--- config.mk ---
export PLATFORM = sky130hd
export DESIGN_NAME = ldpc_wb_host
export DESIGN_NICKNAME = d
export VERILOG_FILES = /design/src/rtl/ldpc_wb_host.sv
export SDC_FILE = /design/constraint.sdc
export NUM_CORES = 1
export LEC_CHECK = 0
export BUFFER_PORTS_ARGS = -buffer_cell sky130_fd_sc_hd__buf_2
export CORE_ASPECT_RATIO = 2
export CORE_MARGIN = 2
export CORE_UTILIZATION = 49
export DETAILED_ROUTE_END_ITERATION = 8
export GPL_TIMING_DRIVEN = 0
export PLACE_DENSITY = 0.87
export SLEW_MARGIN = 20
export SYNTH_ARGS = -nofsm -noshare
export SYNTH_HDL_FRONTEND = slang
export SYNTH_SLANG_ARGS = --single-unit
--- constraint.sdc ---
create_clock -name wb_clk_i -period 2.9 [get_ports wb_clk_i]
set_input_delay 0.58 -clock wb_clk_i [delete_from_list [all_inputs] [get_ports wb_clk_i]]
set_output_delay 0.58 -clock wb_clk_i [all_outputs]
set_load 0.1 [all_outputs]
--- src/rtl/ldpc_wb_host.sv ---
// rtl/ldpc_wb_host.sv - Wishbone classic burst master for the LDPC wbs port
module ldpc_wb_host #(
  parameter int ADDR_W  = 32,
  parameter int DATA_W  = 32,
  parameter int LEN_W   = 4,
  parameter int TIMEOUT = 255
) (
  input  logic              wb_clk_i,
  input  logic              wb_rst_ni,
  input  logic              cmd_valid,
  output logic              cmd_ready,
  input  logic              cmd_we,
  input  logic [ADDR_W-1:0] cmd_addr,
  input  logic [3:0]        cmd_sel,
  input  logic [LEN_W-1:0]  cmd_len,
  input  logic [DATA_W-1:0] cmd_wdata,
  output logic              wdata_ready,
  output logic              rsp_valid,
  input  logic              rsp_ready,
  output logic [DATA_W-1:0] rsp_rdata,
  output logic              rsp_err,
  output logic              rsp_last,
  output logic              busy,
  output logic              wbs_cyc_o,
  output logic              wbs_stb_o,
  output logic              wbs_we_o,
  output logic [3:0]        wbs_sel_o,
  output logic [ADDR_W-1:0] wbs_adr_o,
  output logic [DATA_W-1:0] wbs_dat_o,
  input  logic              wbs_ack_i,
  input  logic [DATA_W-1:0] wbs_dat_i
);

  typedef enum logic [1:0] {
    IDLE  = 2'd0,
    REQ   = 2'd1,
    RESP  = 2'd2,
    ABORT = 2'd3
  } state_t;

  localparam int TMO_W = 16;
  localparam logic [TMO_W-1:0] TMO_LAST = TMO_W'(TIMEOUT - 1);

  state_t state_q, state_d;

  logic              we_q;
  logic [ADDR_W-1:0] addr_q;
  logic [3:0]        sel_q;
  logic [LEN_W-1:0]  len_q;
  logic [LEN_W-1:0]  beat_q;
  logic [DATA_W-1:0] dat_q;
  logic [TMO_W-1:0]  tmo_q;

  logic cmd_hs;
  logic rsp_hs;
  logic more_beats;
  logic tmo_hit;

  assign cmd_hs     = (state_q == IDLE) && cmd_valid;
  assign rsp_hs     = (state_q == RESP) && rsp_ready;
  // An error beat always terminates the command, whatever the beat count
  assign more_beats = !rsp_err && (beat_q != len_q);
  // Last REQ cycle of the ack window; an ack in this same cycle still wins
  assign tmo_hit    = (tmo_q == TMO_LAST);

  assign wbs_we_o  = we_q;
  assign wbs_sel_o = sel_q;
  assign wbs_adr_o = addr_q;
  assign wbs_dat_o = dat_q;

  // State register; async reset drops cyc/stb immediately via the decode
  always_ff @(posedge wb_clk_i or negedge wb_rst_ni) begin
    if (!wb_rst_ni) state_q <= IDLE;
    else            state_q <= state_d;
  end

  // Next-state logic
  always_comb begin
    state_d = state_q;
    unique case (state_q)
      IDLE:  if (cmd_valid) state_d = REQ;
      REQ:   if (wbs_ack_i || tmo_hit) state_d = RESP;
      RESP:  if (rsp_ready) state_d = more_beats ? REQ : IDLE;
      ABORT: state_d = IDLE;
    endcase
  end

  // Output decode; the reserved encoding behaves as an inactive bus
  always_comb begin
    cmd_ready   = 1'b0;
    busy        = 1'b1;
    wbs_cyc_o   = 1'b0;
    wbs_stb_o   = 1'b0;
    rsp_valid   = 1'b0;
    wdata_ready = 1'b0;
    unique case (state_q)
      IDLE: begin
        cmd_ready   = 1'b1;
        busy        = 1'b0;
        wdata_ready = cmd_valid && cmd_we;
      end
      REQ: begin
        wbs_cyc_o = 1'b1;
        wbs_stb_o = 1'b1;
      end
      RESP: begin
        rsp_valid   = 1'b1;
        wdata_ready = rsp_ready && more_beats && we_q;
      end
      ABORT: begin
        busy = 1'b1;
      end
    endcase
  end

  // Command latch, per-beat address/data advance and ack timeout counter
  always_ff @(posedge wb_clk_i or negedge wb_rst_ni) begin
    if (!wb_rst_ni) begin
      we_q   <= 1'b0;
      addr_q <= '0;
      sel_q  <= '0;
      len_q  <= '0;
      beat_q <= '0;
      dat_q  <= '0;
      tmo_q  <= '0;
    end else begin
      if (cmd_hs) begin
        we_q   <= cmd_we;
        addr_q <= cmd_addr & ~ADDR_W'(3);
        sel_q  <= cmd_sel;
        len_q  <= cmd_len;
        beat_q <= '0;
        dat_q  <= cmd_we ? cmd_wdata : '0;
        tmo_q  <= '0;
      end
      if (state_q == REQ) begin
        if (wbs_ack_i || tmo_hit) tmo_q <= '0;
        else                      tmo_q <= tmo_q + 1'b1;
      end
      if (rsp_hs && more_beats) begin
        beat_q <= beat_q + 1'b1;
        addr_q <= addr_q + ADDR_W'(4);
        if (we_q) dat_q <= cmd_wdata;
      end
    end
  end

  // Response capture; held untouched for the whole RESP state
  always_ff @(posedge wb_clk_i or negedge wb_rst_ni) begin
    if (!wb_rst_ni) begin
      rsp_rdata <= '0;
      rsp_err   <= 1'b0;
      rsp_last  <= 1'b0;
    end else if (cmd_hs) begin
      rsp_err  <= 1'b0;
      rsp_last <= 1'b0;
    end else if (state_q == REQ) begin
      if (wbs_ack_i) begin
        rsp_rdata <= we_q ? '0 : wbs_dat_i;
        rsp_err   <= 1'b0;
        rsp_last  <= (beat_q == len_q);
      end else if (tmo_hit) begin
        rsp_rdata <= '0;
        rsp_err   <= 1'b1;
        rsp_last  <= 1'b1;
      end
    end
  end

endmodule

==> impl_metrics.csv <==
group,metric,value,unit
logic_synthesis,yosysMostFrequentCell,"nand2_1",
placed_design,dp_hpwl,13.1,mm
worst_setup_path,crit_type,"register to primary output",
logic_synthesis,synthSimpleGateAreaFrac,21.4,%
run_status,status,"complete, no violations",
cts,clock_latency,0.42,ns
logic_synthesis,synth_mux_area_share,0,%
logic_synthesis,synth_top_family_by_area,"simple AND/OR/NAND/NOR gates",
logic_synthesis,synthFlopType,"dfrtp_1",
logic_synthesis,synth-xor-area-share,1.20,%
cts,clkTransAtPathRegs,0.07,ns
logic_synthesis,netlist_top_cells_count,"nand2_1, dfrtp_1, o21ai_0",
cells_and_area,area_growth_syn_to_layout,32.7,%
cts,htreeDepth,4,
cells_and_area,drive_above_1_share,31.4,%
logic_synthesis,synth_edf_count,0,
flow_run,max_cap_viol_count,0,
logic_synthesis,synth-seq-area-share,54.3,%
sta,holdWs,0.101,ns
routing,wirelength,17.9,mm
logic_synthesis,synthArstFlopShare,100,%
sta,slew_headroom,50.6,%
sta,tightest_slew,0.738,ns
die,core,11700,um^2
worst_setup_path,cp-start-kind,"register",
cts,cts_made_buffers,17,
grt,use_met1,31.5,%
worst_setup_path,worstPathRequired,2.32,ns
grt,antenna_found_initial,1,
sta,hold_viol_final,0,
logic_synthesis,synth-seq-cells,127,
cts,cts_tree,"done",
routing,viasPerCell,5.85,
logic_synthesis,synth_compound_area_share,18.3,%
worst_setup_path,arrival,2.18,ns
cells_and_area,finalInstanceArea,7760,um^2
grt,grt_pass1_wl,28.1,mm
grt,grt_overflow,0,
routing,drtAntennaViolNets,0,
routing,vias,5913,
worst_hold_path,hp-class,"input pin to async pin",
die,chipHeight,159,um
die,ios,219,
cts,cts_root_buf,"clkbuf_16",
die,initial_core_util,50.0,%
grt,grt_pass1_vias,5844,
grt,top_usage_layer,"met2",
routing,dr.pass1.iters,9,
placed_design,gp_congestion,0.881,
logic_synthesis,yosys.area.top_type,"dfrtp_1",
logic_synthesis,syn_avg_cell_area,9.47,um^2
logic_synthesis,synth_area,5850,um^2
grt,grt_usage,28.5,%
logic_synthesis,synthAdderAreaFrac,0.855,%
cells_and_area,fillers,948,
routing,routedWlPerCell,17.7,um
sta,finalCritPeriodShare,95.3,%
logic_synthesis,synth_cell_types,51,
placed_design,port_buffers,214,
grt,gr-usage-met3,6.80,%
sta,setup-violations-final,0,
cts,cts_sinks,127,
logic_synthesis,syn_inst,618,
sta,period_needed,2.76,ns
cells_and_area,layout.nets,966,
placed_design,place_area,7160,um^2
worst_setup_path,path_max_fanout,10,
logic_synthesis,synth_top_area_share,54.3,%
grt,met2_usage,48.4,%
routing,drtIter0Drc,455,
sta,rsz0062_at_grt,"false",
logic_synthesis,yosys_warnings,0,
sta,setup_slack,0.135,ns
placed_design,place_ws,-0.117,ns
sta,clock.fmax,362,MHz
logic_synthesis,ys_top_cells_by_area,"dfrtp_1, nand2_1, o21ai_0",
die,rows,56,
worst_setup_path,cp-end-kind,"primary output",
grt,grt_max_degree,71,
cts,cts_buffer_depth,2,
routing,drc_errors,0,
sta,drv_slew,0,
die,dieArea,12900,um^2
sta,fin_skew,0.0127,ns
cts,postCtsSetupBuffers,0,
die,fp.dieW,81.3,um
through the flow:
stage | utilization (%) | TNS (ns) | std cells
after floorplan | - | 0 | 619
after global placement | 60.8 | -51.25 | 978
after detailed placement | 61.2 | -0.117 | 979
after CTS | 66.3 | 0 | 1010
after global routing | 66.4 | 0 | 1011
final | 66.4 | 0 | 1011
logic make-up after synthesis:
| kind of cell | count (synthesis) |
|---|---|
| buf+inv | 52 |
| fa+ha+maj | 4 |
| xor+xnor | 8 |
| compound gates | 160 |
| other cells | 1 |
| simple gates | 266 |
| flops | 127 |
critical path, cell delays in order (launching register included):
cell and delay [ns]:
dfrtp_1 0.44, nand4bb_4 0.28, a41oi_2 0.23, buf_6 0.19, nand2_1 0.08, nand2_2 0.13, buf_4 0.20, buf_8 0.21
final timing paths:
path                       slack, ns            end         start  cells after the start
setup / recovery                0.14    wdata_ready    state_q[0]                      7
hold / removal                  0.10  rsp_rdata[10]     wb_rst_ni                      1
min in group wb_clk_i           0.36   wbs_sel_o[0]    cmd_sel[0]                      3
setup reg to reg                0.49  wbs_adr_o[30]  wbs_adr_o[9]                      5
hold reg to reg                 0.47   wbs_sel_o[2]  wbs_sel_o[2]                      2
max in group asynchronous       2.12      tmo_q[14]     wb_rst_ni                      2
routing by layer:
metal	up-vias	routed length, um
li1	2679	-
met1	2850	6420
met2	320	9550
met3	64	1200
met4	0	743
met5	-	0
flip-flops by register name (all words and copies together) (netlist names):
signal,count
len_q,4
wbs_sel_o,4
rsp_last,1
beat_q,4
wbs_we_o,1
tmo_q,16
rsp_rdata,32
wbs_adr_o,30
wbs_dat_o,32
rsp_err,1
state_q,2
cells in the final DEF, fill, tap and decap left out, drive strengths merged, types with 4 or more instances in the layout:
cell / n
o21ai: 64
nand3: 31
buf: 229
nand4: 13
or3: 9
inv: 25
xor2: 4
or4: 6
ha: 4
or2: 4
nand2: 150
a21oi: 15
a31oi: 8
nor4: 4
o311ai: 10
dfrtp: 127
clkbuf: 40
a22o: 32
nor3: 11
nor2: 16
o211ai: 12
xnor2: 4
and3: 8
layout make-up:
class	count	area [um^2]	area share, %
Clock buffer	17	425	5.48
Clock inverter	15	140	1.80
Tap cell	145	181	2.34
Inverter	14	52.6	0.677
Sequential cell	127	3180	40.9
Multi-Input combinational cell	440	2490	32.0
Buffer	37	179	2.30
Timing Repair Buffer	215	1120	14.4
Antenna cell	1	2.50	0.0322
timing repair:
item	4_1_cts	5_1_grt
gates resized for setup	7	3
endpoints found under the setup margin	1	1
cloned	0	0
hold buffers	0	0
Power is not shown: default switching activity piles up to over one toggle a cycle in this logic, so the estimate is an artifact.
